### src/rtl/detector_jogada.sv
// rtl/detector_jogada.sv - switch synchroniser and settle-window play detector
module detector_jogada #(
    parameter int JANELA = 3
) (
    input  logic       clock,
    input  logic       reset,
    input  logic [3:0] chaves,
    input  logic       habilita,
    output logic       jogada_pronta,
    output logic [3:0] jogada,
    output logic       jogada_multipla,
    output logic [2:0] db_estado
);

    typedef enum logic [2:0] {
        AGUARDA_SOLTA  = 3'd0,
        ARMADO         = 3'd1,
        EST_JANELA     = 3'd2,
        EMITE_VALIDA   = 3'd3,
        EMITE_MULTIPLA = 3'd4
    } estado_t;

    // Counter value on the cycle that takes the last sample of the window.
    localparam logic [3:0] ULTIMA = 4'(JANELA - 1);

    estado_t    estado, estado_prox;
    logic [3:0] sinc_1, chaves_s;
    logic [3:0] captura, captura_prox;
    logic [3:0] contador, contador_prox;
    logic [3:0] jogada_prox;
    logic [3:0] captura_or;

    // Two-stage synchroniser for the asynchronous switches.
    always_ff @(posedge clock) begin
        if (reset) begin
            sinc_1   <= 4'b0000;
            chaves_s <= 4'b0000;
        end else begin
            sinc_1   <= chaves;
            chaves_s <= sinc_1;
        end
    end

    // State, window capture, counter and held play value.
    always_ff @(posedge clock) begin
        if (reset) begin
            estado   <= AGUARDA_SOLTA;
            captura  <= 4'b0000;
            contador <= 4'd0;
            jogada   <= 4'b0000;
        end else begin
            estado   <= estado_prox;
            captura  <= captura_prox;
            contador <= contador_prox;
            jogada   <= jogada_prox;
        end
    end

    assign captura_or = captura | chaves_s;

    // Next-state logic: arm on full release, collect the window, classify.
    always_comb begin
        estado_prox   = estado;
        captura_prox  = captura;
        contador_prox = contador;
        jogada_prox   = jogada;
        case (estado)
            AGUARDA_SOLTA: begin
                // Any key still down (after reset or a play) must be released first.
                if (chaves_s == 4'b0000) begin
                    estado_prox = ARMADO;
                end
            end
            ARMADO: begin
                if (habilita && (chaves_s != 4'b0000)) begin
                    estado_prox   = EST_JANELA;
                    captura_prox  = chaves_s;
                    contador_prox = 4'd1;
                end
            end
            EST_JANELA: begin
                captura_prox  = captura_or;
                contador_prox = contador + 4'd1;
                if (!habilita) begin
                    estado_prox = AGUARDA_SOLTA;
                end else if (chaves_s == 4'b0000) begin
                    // Released before the window closed: treat as bounce.
                    estado_prox = AGUARDA_SOLTA;
                end else if (contador == ULTIMA) begin
                    if ($onehot(captura_or)) begin
                        estado_prox = EMITE_VALIDA;
                        // Loaded on entry so jogada is valid alongside the pulse.
                        jogada_prox = captura_or;
                    end else begin
                        estado_prox = EMITE_MULTIPLA;
                    end
                end
            end
            EMITE_VALIDA:   estado_prox = AGUARDA_SOLTA;
            EMITE_MULTIPLA: estado_prox = AGUARDA_SOLTA;
            default:        estado_prox = AGUARDA_SOLTA;
        endcase
    end

    assign jogada_pronta   = (estado == EMITE_VALIDA);
    assign jogada_multipla = (estado == EMITE_MULTIPLA);
    assign db_estado       = estado;

endmodule
### config.mk
export PLATFORM = sky130hd
export DESIGN_NAME = detector_jogada
export DESIGN_NICKNAME = d
export VERILOG_FILES = /design/src/rtl/detector_jogada.sv
export SDC_FILE = /design/constraint.sdc
export NUM_CORES = 1
export LEC_CHECK = 0
export CAP_MARGIN = 40
export CELL_PAD_IN_SITES_DETAIL_PLACEMENT = 0
export CELL_PAD_IN_SITES_GLOBAL_PLACEMENT = 1
export CORE_AREA = 2 2 53 55
export DETAILED_ROUTE_END_ITERATION = 8
export DIE_AREA = 0 0 55 57
export GPL_TIMING_DRIVEN = 0
export PLACE_DENSITY_LB_ADDON = 0.2
export SLEW_MARGIN = 20
export SYNTH_ARGS = -nofsm -noshare
export SYNTH_HDL_FRONTEND = slang
export SYNTH_SLANG_ARGS = --single-unit
### constraint.sdc
create_clock -name clock -period 5.5 [get_ports clock]
set_input_delay 0.825 -clock clock [delete_from_list [all_inputs] [get_ports clock]]
set_output_delay 0.825 -clock clock [all_outputs]
set_load 0.05 [all_outputs]
# Word level (Yosys, flattened, before mapping)
# Index checks and enable logic that the tools add are counted.
[classes]
add_sub_neg = 4
n_eq_ne = 9
mux = 11
bitwise_logic = 2
reduce_logical = 8
[op_table]
columns = ["cell", "count"]
rows = [
  ["$mux 3", 6],
  ["$pmux 4 s2", 2],
  ["$pmux 3 s3", 1],
  ["$mux 4", 2],
  ["$eq 3x1->1 const B", 2],
  ["$eq 3x2->1 const B", 2],
  ["$reduce_and 5->1", 1],
  ["$add 1x1->2", 2],
  ["$add 4x1->4 const B", 1],
  ["$eq 4x2->1 const B", 1],
  ["$logic_not 4->1", 1],
  ["$ne 2x2->1 const B", 2],
  ["$ne 4x4->1 const B", 1],
  ["$or 4x4->4", 1],
  ["$reduce_bool 4->1", 1],
  ["$add 2x2->3", 1],
  ["$eq 3x3->1 const B", 1],
  ["$logic_not 3->1", 1],
  ["$reduce_and 3->1", 1],
  ["$reduce_and 2->1", 1],
  ["$reduce_bool 2->1", 1],
  ["$logic_and 1x1->1", 1],
  ["$not 1->1", 1],
]
[word_totals]
register_bits = 23
inputBits = 7
output_inout_bits = 9
wordCells = 40

# Depth between registers and ports, before layout
# Gate-level depths: netlist of run 1.
[logic_depth]
depth_word = 9
mapped_depth = 9
mapped_depth_nobuf = 9

# Worst setup path after synthesis of run 1
# Ideal clock, no wire load.
[synth_path]
path_type = "register to output"
from = "register estado[2], in the netlist db_estado[2]"
to = "output jogada_multipla"
t_arrival_ns = 1.990
t_required_ns = 4.675
setup_slack_ns = 2.685
path_stages_with_launch = 2
n_path_buf = 0
path_cell_list = "dfxtp_1 nor3b_1"
[synth_between]
elab_chain_cells = 1
[synth_lines]
columns = ["element", "line_no", "rtl"]
rows = [
  ["from (decl)", "26", "estado_t estado, estado_prox;"],
  ["from (signal assigned)", "52", "estado <= estado_prox;"],
  ["$eq 3x3->1", "106", "assign jogada_multipla = (estado == EMITE_MULTIPLA);"],
  ["to (decl)", "11", "output logic jogada_multipla,"],
]
# Every way passes these cells.

# Worst setup path in the final report of run 1
# Ends and elaborated chain as after synthesis.

==> results of run 1 <==
[worst max-delay path by stage]
stage,start,end,slack [ns]
3_3_place_gp,chaves_s[0],jogada[3],2.84
6_report,db_estado[2],jogada_multipla,2.78
4_1_cts,db_estado[2],jogada_multipla,2.77
5_1_grt,chaves_s[0],jogada[0],2.53
3_5_place_dp,chaves_s[0],jogada[3],2.85
2_1_floorplan,db_estado[2],jogada_multipla,2.69
[area by class of cell]
| class | instances | share of cell area |
|---|---|---|
| Clock inverter | 1 | 0.00402 |
| Inverter | 4 | 0.0121 |
| Buffer | 4 | 0.0161 |
| Clock buffer | 3 | 0.0181 |
| Multi-Input combinational cell | 80 | 0.428 |
| Tap cell | 31 | 0.0312 |
| Timing Repair Buffer | 15 | 0.121 |
| Sequential cell | 23 | 0.370 |
[layout by cell type, fill, tap and decap left out, drive strengths merged, types with 2 or more instances in the layout]
cell and n:
dfxtp 23, clkdlybuf4s50 15, nor2b 13, nor2 8, nor3 8, a21oi 7
nand2 7, o21ai 5, inv 4, ha 4, nor3b 4, clkbuf 4
nand3 3, or2 3, buf 3, nand2b 2, nand4 2
[routing by layer]
layer  wire (um)  vias up  global-route usage
met5           0        -                   0
met4          44        0              0.0732
met3          52        5              0.0236
met2         960       18               0.247
met1         921      377               0.183
li1            -      427                   -
[state kept, by name, summed over array words and instances (netlist names)]
register,cells
captura,4
chaves_s,4
contador,4
db_estado,3
jogada,4
sinc_1,4
[worst reg2reg max path, cell delays in order (launching register included)]
cell     delay (ns)
dfxtp_1        0.45
nor2_1         0.09
fa_1           0.53
inv_1          0.04
ha_1           0.17
ha_1           0.27
nor3b_1        0.40
nand4_2        0.29
nor2b_1        0.21
nor3_1         0.16
[cells by family (layout without fill, tap and decap cells)]
group / Yosys count / in the layout / share of synthesized area
AOI/OAI and AO/OA: 18 / 18 / 0.108
adders and majority gates: 5 / 5 / 0.0682
buffers and inverters: 8 / 27 / 0.0341
DFF: 23 / 23 / 0.448
muxes: 1 / 1 / 0.00974
and+or+nand+nor: 56 / 56 / 0.331
[power by group through the flow]
| stage | sequential, mW | combinational [mW] | clock [mW] |
|---|---|---|---|
| final | 0.181 | 0.0628 | 0.0792 |
| after global routing | 0.183 | 0.0711 | 0.0904 |
| after CTS | 0.181 | 0.0637 | 0.0819 |
| after detailed placement | 0.185 | 0.0637 | 0 |
| after global placement | 0.185 | 0.0623 | 0 |
| after floorplan | 0.192 | 0.0370 | 0 |
==> flow_summary.toml, run 1 <==
[global_route]
grt_pass1_vias = 783
grtUsageTotal = 0.149
grt_pass1_wl_um = 3350
grt_max_degree = 14
antenna_found_initial = 0
gr-total-overflow = 0

[worst_hold_path]
hold_path_end = "chaves_s[2]"
hold_start = "sinc_1[2]"
hp-class = "reg -> reg"
hold_depth = 1

[sta]
period_needed_ns = 2.72
rsz0062_at_grt = "false"
slew_viol_final = 0
finalHoldViolations = 0
setup_viol = 0
tightest_slew_ns = 0.521
skew_ns = 0.00701
relSlewSlack = 0.648
fin_hold_ws_ns = 0.449
tns_ns = 0
fin_ws_ns = 2.78
max_freq_ghz = 0.367
period_share = 0.495

[cells_and_area]
diodes = 0
regArea_sq_um = 460
fin_area_sq_um = 1240
nNetsFinal = 143
layout-drive-gt1-share = 0.0923
syn_to_final_growth_pct = 21.1
n_fill_cell = 272
fin_util = 0.476
multiInputGateArea_sq_um = 532
fin_cells = 161

[route]
first_pass_iters = 5
ant_nets = 0
post_drt_wl_per_cell_um = 12.3
vias = 827
drtIter0Drc = 16
drt-total-wl_um = 1980
drc = 0
vias_per_cell = 5.14

[power_and_ir_drop]
p_total_mw = 0.323
p_leak_nw = 0.483
p_comb_frac = 0.194
vdd_drop_max_v = 0.000200
p_int_mw = 0.228
power.share.clock = 0.245
power_frac_seq = 0.561
p_sw_frac = 0.294
powerDensity_nw_per_um2 = 260
p_switching_mw = 0.0952

[worst_setup_path]
critPathMaxFanout = 9
cp_num_buf_inv = 1
crit_family = "buffers and inverters"
arrival_ns = 1.90
critical_path_class = "reg -> out"
critPathSlowestCell = "clkdlybuf4s50_1"
r2r_end = "jogada[0]"
cp_cell_sequence = "nor3b_1 > clkdlybuf4s50_1"
r2r_start = "chaves_s[0]"
path_depth = 2
startpoint_type = "register"
r2r_cells = 9
r2r_slack_ns = 2.81
crit_required_ns = 4.68
worstSetupEndpointType = "primary output"
cp_slowest_stage_delay_ns = 0.83

[clock_network]
clk_latency_ns = 0.32
htreeDepth = 1
cts_buffers = 3
cts_hold_buf = 0
cts_root_buffer = "clkbuf_4"
clk_pin_slew_ns = 0.12
post-cts-setup-buffer-count = 0
cts_tree = "yes"
clockBufferDepth = 2
cts_resized = 0
cts.sinks = 23

[synthesis]
synth_top_area_frac = 0.448
yosysUniqueCellTypes = 36
syn_area_sq_um = 1030
synth_largest_area_cell = "dfxtp_1"
yosysSeqAreaShare = 0.448
yosysWarnings = 0
yosys-top-cells-count = "dfxtp_1 (23), nor2b_1 (13), nor2_1 (8)"
ys.flop_type = "dfxtp_1"
async_flop_share = 0
netlist_top_cells_area = "dfxtp_1 (45%), nor2b_1 (7.9%), ha_1 (4.9%)"
synth-seq-cells = 23
synth_edf_count = 0
syn_area_per_cell_sq_um = 9.25
postSynthCellCount = 111
syn_nets = 123
yosysMostFrequentCell = "dfxtp_1"

[floorplanning]
die_h_um = 57
core_sq_um = 2620
die_w_um = 55
start_util = 0.393
die_area_sq_um = 3140
rows = 19
ios = 16

[placement]
gp_congestion = 0.830
hpwlAfterDp_um = 1460
io_buffers = 15
placed_cells = 157
placed_cell_area_sq_um = 1220
place_ws_ns = 2.85

[run_status]
outcome = "finished clean"

[run]
maxCapViolations = 0
(Power assumes the default switching activity.)
==> run 2: changes to the inputs <==
Settings changed: CORE_AREA 2 2 53 55 to 2 2 58 60, DIE_AREA 0 0 55 57 to 0 0 60 62.
Clock period 5.5 ns to 2.2 ns, I/O delays scaled along.
==> run 2 against run 1 <==
The flow now finishes with violations (negative setup slack). Final cell count rose by 13%. Wire length rose by 9.8%. Critical path depth up 7. Sequential share of layout area fell by 3.5 points. Core utilization shrank 2.8 points. Non-clock buffer count up 6. Critical path type is now reg -> reg. Largest cell class unchanged. Highest routed layer unchanged.
==> flow_summary.toml, run 2 (synthesis results as in run 1) <==
[sta]
finalHoldViolations = 0
tightest_slew_ns = 0.520
setup_viol = 3
relSlewSlack = 0.649
period_needed_ns = 2.23
period_share = 1.01
max_freq_ghz = 0.448
skew_ns = 0.0109
slew_viol_final = 0
fin_ws_ns = -0.0316
rsz0062_at_grt = "true"

[power_and_ir_drop]
p_total_mw = 0.856
power_frac_seq = 0.527
p_sw_frac = 0.306
p_leak_nw = 0.584
vdd_drop_max_v = 0.000419
p_comb_frac = 0.234
power.share.clock = 0.239
p_int_mw = 0.594
p_switching_mw = 0.262
powerDensity_nw_per_um2 = 601

[worst_setup_path]
r2r_slack_ns = -0.03
crit_required_ns = 2.46
r2r_start = "chaves_s[0]"
worstSetupEndpoint = "jogada[0]"
startpoint_type = "register"
critPathMaxFanout = 7
arrival_ns = 2.49
r2r_end = "jogada[0]"
r2r_cells = 9
crit_start = "chaves_s[0]"
critical_path_class = "reg -> reg"
worstSetupEndpointType = "register"

[clock_network]
clk_pin_slew_ns = 0.14
cts_buffers = 3
cts_root_buffer = "clkbuf_4"
cts.sinks = 23
clk_latency_ns = 0.32
clockBufferDepth = 2
cts_tree = "yes"
htreeDepth = 1
cts_hold_buf = 0

[run_status]
outcome = "complete, but fails checks"
violations = "negative setup slack"

[global_route]
grt_max_degree = 14
use_met1 = 0.165
antenna_found_initial = 0
grt_pass1_wl_um = 3590
grtUsageMet2 = 0.219
grt_pass1_vias = 763
grt-busiest-layer = "met2"
grtUsageTotal = 0.131
met3_usage = 0.0248
gr-total-overflow = 0

[floorplanning]
start_util = 0.323
rows = 21
die_w_um = 60
die_area_sq_um = 3720
ios = 16
core_sq_um = 3180
die_h_um = 62

[cells_and_area]
mostFrequentLayoutCell = "dfxtp_1"
diodes = 0
multiInputGateArea_sq_um = 629
layout_common_cells = "dfxtp_1 (17), clkdlybuf4s50_1 (13), nor2b_1 (11)"
nNetsFinal = 149
regArea_sq_um = 478
fin_cells = 182
fin_util = 0.448
syn_to_final_growth_pct = 38.6
n_fill_cell = 325
layout-drive-gt1-share = 0.287

[route]
vias = 862
drt-total-wl_um = 2170
vias_per_cell = 4.74
post_drt_wl_per_cell_um = 11.9
ant_nets = 0
first_pass_iters = 4
drc = 0
drtIter0Drc = 16

[placement]
io_buffers = 15
placed_cells = 172
hpwlAfterDp_um = 1500
gp_congestion = 0.676

[worst_hold_path]
hp-class = "reg -> reg"

[run]
maxCapViolations = 0
==> run 2: final cells by class <==
| type | instances | share of cell area |
|---|---|---|
| plain buffers | 4 | 0.0141 |
| clock buffers | 3 | 0.0158 |
| clock inverters | 1 | 0.00351 |
| inverters | 4 | 0.0105 |
| multi-input cells | 80 | 0.442 |
| flip-flops and latches | 23 | 0.336 |
| well taps | 46 | 0.0404 |
| repair buffers | 21 | 0.138 |
==> run 2: how the worst min path moves through the flow <==
stage	start	end	depth (start not counted)
floorplan	sinc_1[0]	chaves_s[0]	1
global placement	sinc_1[1]	chaves_s[1]	1
detailed placement	sinc_1[3]	chaves_s[3]	1
CTS	sinc_1[3]	chaves_s[3]	1
global route	sinc_1[0]	chaves_s[0]	1
finish	sinc_1[3]	chaves_s[3]	1
==> run 2: per-stage QoR <==
step | cell area (sq um) | setup slack [ns] | hold slack, ns | setup TNS [ns]
global route | 1420 | -0.129 | 0.464 | -0.493
floorplan | 1040 | 0.0100 | 0.414 | 0
detailed placement | 1250 | -0.293 | 0.420 | -1.10
CTS | 1350 | -0.0383 | 0.446 | -0.0685
global placement | 1250 | -0.274 | 0.417 | -1.03
finish | 1420 | -0.0316 | 0.445 | -0.0394
==> run 2: critical path: stages (launching register included) <==
cell	delay, ns
dfxtp_4	0.38
nor2_2	0.04
fa_1	0.55
inv_2	0.05
ha_4	0.15
ha_4	0.21
nor3b_4	0.25
nand4_4	0.20
nor2b_1	0.20
nor3_1	0.13
==> run 2: per-layer routing <==
layer  share of wire  up-vias
li1                -      438
met1            0.46      413
met2            0.51        7
met3           0.018        4
met4           0.016        0
met5               0        -
==> run 2: power by group through the flow <==
stage	sequential, mW	clock [mW]	combinational (mW)
after detailed placement	0.464	0	0.162
after floorplan	0.481	0	0.0949
after global placement	0.463	0	0.160
final	0.451	0.204	0.201
after global routing	0.454	0.227	0.220
after CTS	0.451	0.213	0.187
==> run 2: what timing repair did <==
action,4_1_cts,5_1_grt
buffers inserted,4,2
endpoints found under the setup margin,7,8
gates resized for setup,13,15
pin swaps,4,6
==> run 3: changes to the inputs <==
Settings changed: CTS_BUF_LIST from default to sky130_fd_sc_hd__clkbuf_8 sky130_fd_sc_hd__clkbuf_16, SLEW_MARGIN 20 to 0.
==> run 3 against run 2 <==
Final area is 0.70% higher. The run still ends with negative setup slack left. Final cell count down 0.55%. Sequential power barely moved. Clock power grew 32%. Non-clock buffer count down 1. Highest routed layer unchanged. Core utilization up 0.31 points. Combinational power about the same. First-iteration DRC count rose by 13%. Register-to-register slack improved by 0.02 ns.
==> flow_summary.toml, run 3 (synthesis results as in run 1) <==
[route]
drt-total-wl_um = 2200
ant_nets = 0
drc = 0
drtIter0Drc = 18
post_drt_wl_per_cell_um = 12.1
vias_per_cell = 4.74
first_pass_iters = 4
vias = 858

[worst_setup_path]
cp_cell_sequence = "nor2_2 > fa_1 > inv_2 > ha_4 > ha_4 > nor3b_4 > nand4_4 > nor2b_1 > nor3_1"
critPathSlowestCell = "fa_1"
critPathMaxFanout = 7
crit_start = "chaves_s[0]"
arrival_ns = 2.41
startpoint_type = "register"
r2r_start = "chaves_s[0]"
cp_num_buf_inv = 1
crit_family = "adder cells"
critical_path_class = "reg -> reg"
crit_required_ns = 2.39
worstSetupEndpointType = "register"
cp_slowest_stage_delay_ns = 0.55
cp_common_cell = "ha_4"

[placement]
placed_cells = 172
hpwlAfterDp_um = 1500
place_ws_ns = -0.293
gp_congestion = 0.676
io_buffers = 15
placed_cell_area_sq_um = 1250

[sta]
period_share = 1.01
fin_hold_ws_ns = 0.437
slew_viol_final = 0
max_freq_ghz = 0.451
fin_ws_ns = -0.0151
tns_ns = -0.0151
skew_ns = 0.00267
finalHoldViolations = 0
tightest_slew_ns = 0.532
relSlewSlack = 0.641
setup_viol = 1
period_needed_ns = 2.22
rsz0062_at_grt = "true"

[global_route]
grt_pass1_vias = 773
gr-total-overflow = 0
grt_max_degree = 14
met3_usage = 0.0248
grtUsageTotal = 0.132
use_met1 = 0.174
antenna_found_initial = 0
grt_pass1_wl_um = 3570
grtUsageMet2 = 0.207
grt-busiest-layer = "met2"

[clock_network]
clk_pin_slew_ns = 0.08
htreeDepth = 1
cts_hold_buf = 0
cts_root_buffer = "clkbuf_8"
cts.sinks = 23
clockBufferDepth = 2
cts_buffers = 3
clk_latency_ns = 0.27
cts_tree = "yes"

[floorplanning]
die_h_um = 62
core_sq_um = 3180
die_w_um = 60
ios = 16
start_util = 0.323
rows = 21
die_area_sq_um = 3720

[cells_and_area]
diodes = 0
layout-drive-gt1-share = 0.281
fin_util = 0.451
mostFrequentLayoutCell = "dfxtp_1"
fin_area_sq_um = 1430
syn_to_final_growth_pct = 39.6
fin_cells = 181
layout_common_cells = "dfxtp_1 (17), clkdlybuf4s50_1 (14), nor2b_1 (11)"
n_fill_cell = 316
nNetsFinal = 148

[power_and_ir_drop]
p_leak_nw = 0.582
powerDensity_nw_per_um2 = 642
vdd_drop_max_v = 0.000298
p_total_mw = 0.920

[run]
maxCapViolations = 0

[worst_hold_path]
hp-class = "reg -> reg"
hold_start = "sinc_1[3]"

[run_status]
violations = "negative setup slack"
outcome = "complete, but fails checks"
-- run 3: changes by cell type in the layout (fill, tap and decap cells not counted) --
cell             change
dfxtp_2              +1
clkdlybuf4s50_1      +1
clkbuf_4             -3
clkbuf_8             +3
buf_4                -1
dlygate4sd2_1        -1
dfxtp_4              -1
-- run 3: worst paths after layout --
path,endpoint,slack (ns),depth (start not counted)
max,jogada[0],-0.02,9
min,chaves_s[3],0.44,1
max reg2reg,jogada[0],-0.02,9
min reg2reg,chaves_s[3],0.44,1
-- run 3: report_power, final --
group	switching [mW]	total [mW]	internal, mW
combinational	0.107	0.200	0.0931
sequential	0.0180	0.451	0.433
clock	0.142	0.269	0.127
-- run 3: repair_timing --
item | CTS | global route
pin swaps | 4 | 5
endpoints found under the setup margin | 6 | 7
setup buffers | 4 | 1
gates resized for setup | 14 | 12
-- run 3: layer usage --
| metal | part of all wire | vias to the layer above |
|---|---|---|
| li1 | - | 433 |
| met1 | 0.46 | 406 |
| met2 | 0.49 | 14 |
| met3 | 0.026 | 5 |
| met4 | 0.019 | 0 |
| met5 | 0 | - |
-- run 3: area by class of cell --
type | instances | area [sq um] | area share
multi-input cells | 80 | 629 | 0.439
flip-flops and latches | 23 | 475 | 0.332
repair buffers | 20 | 190 | 0.133
well taps | 46 | 57.6 | 0.0401
clock buffers | 3 | 41.3 | 0.0288
plain buffers | 4 | 20.0 | 0.0140
inverters | 4 | 15.0 | 0.0105
clock inverters | 1 | 5.00 | 0.00349
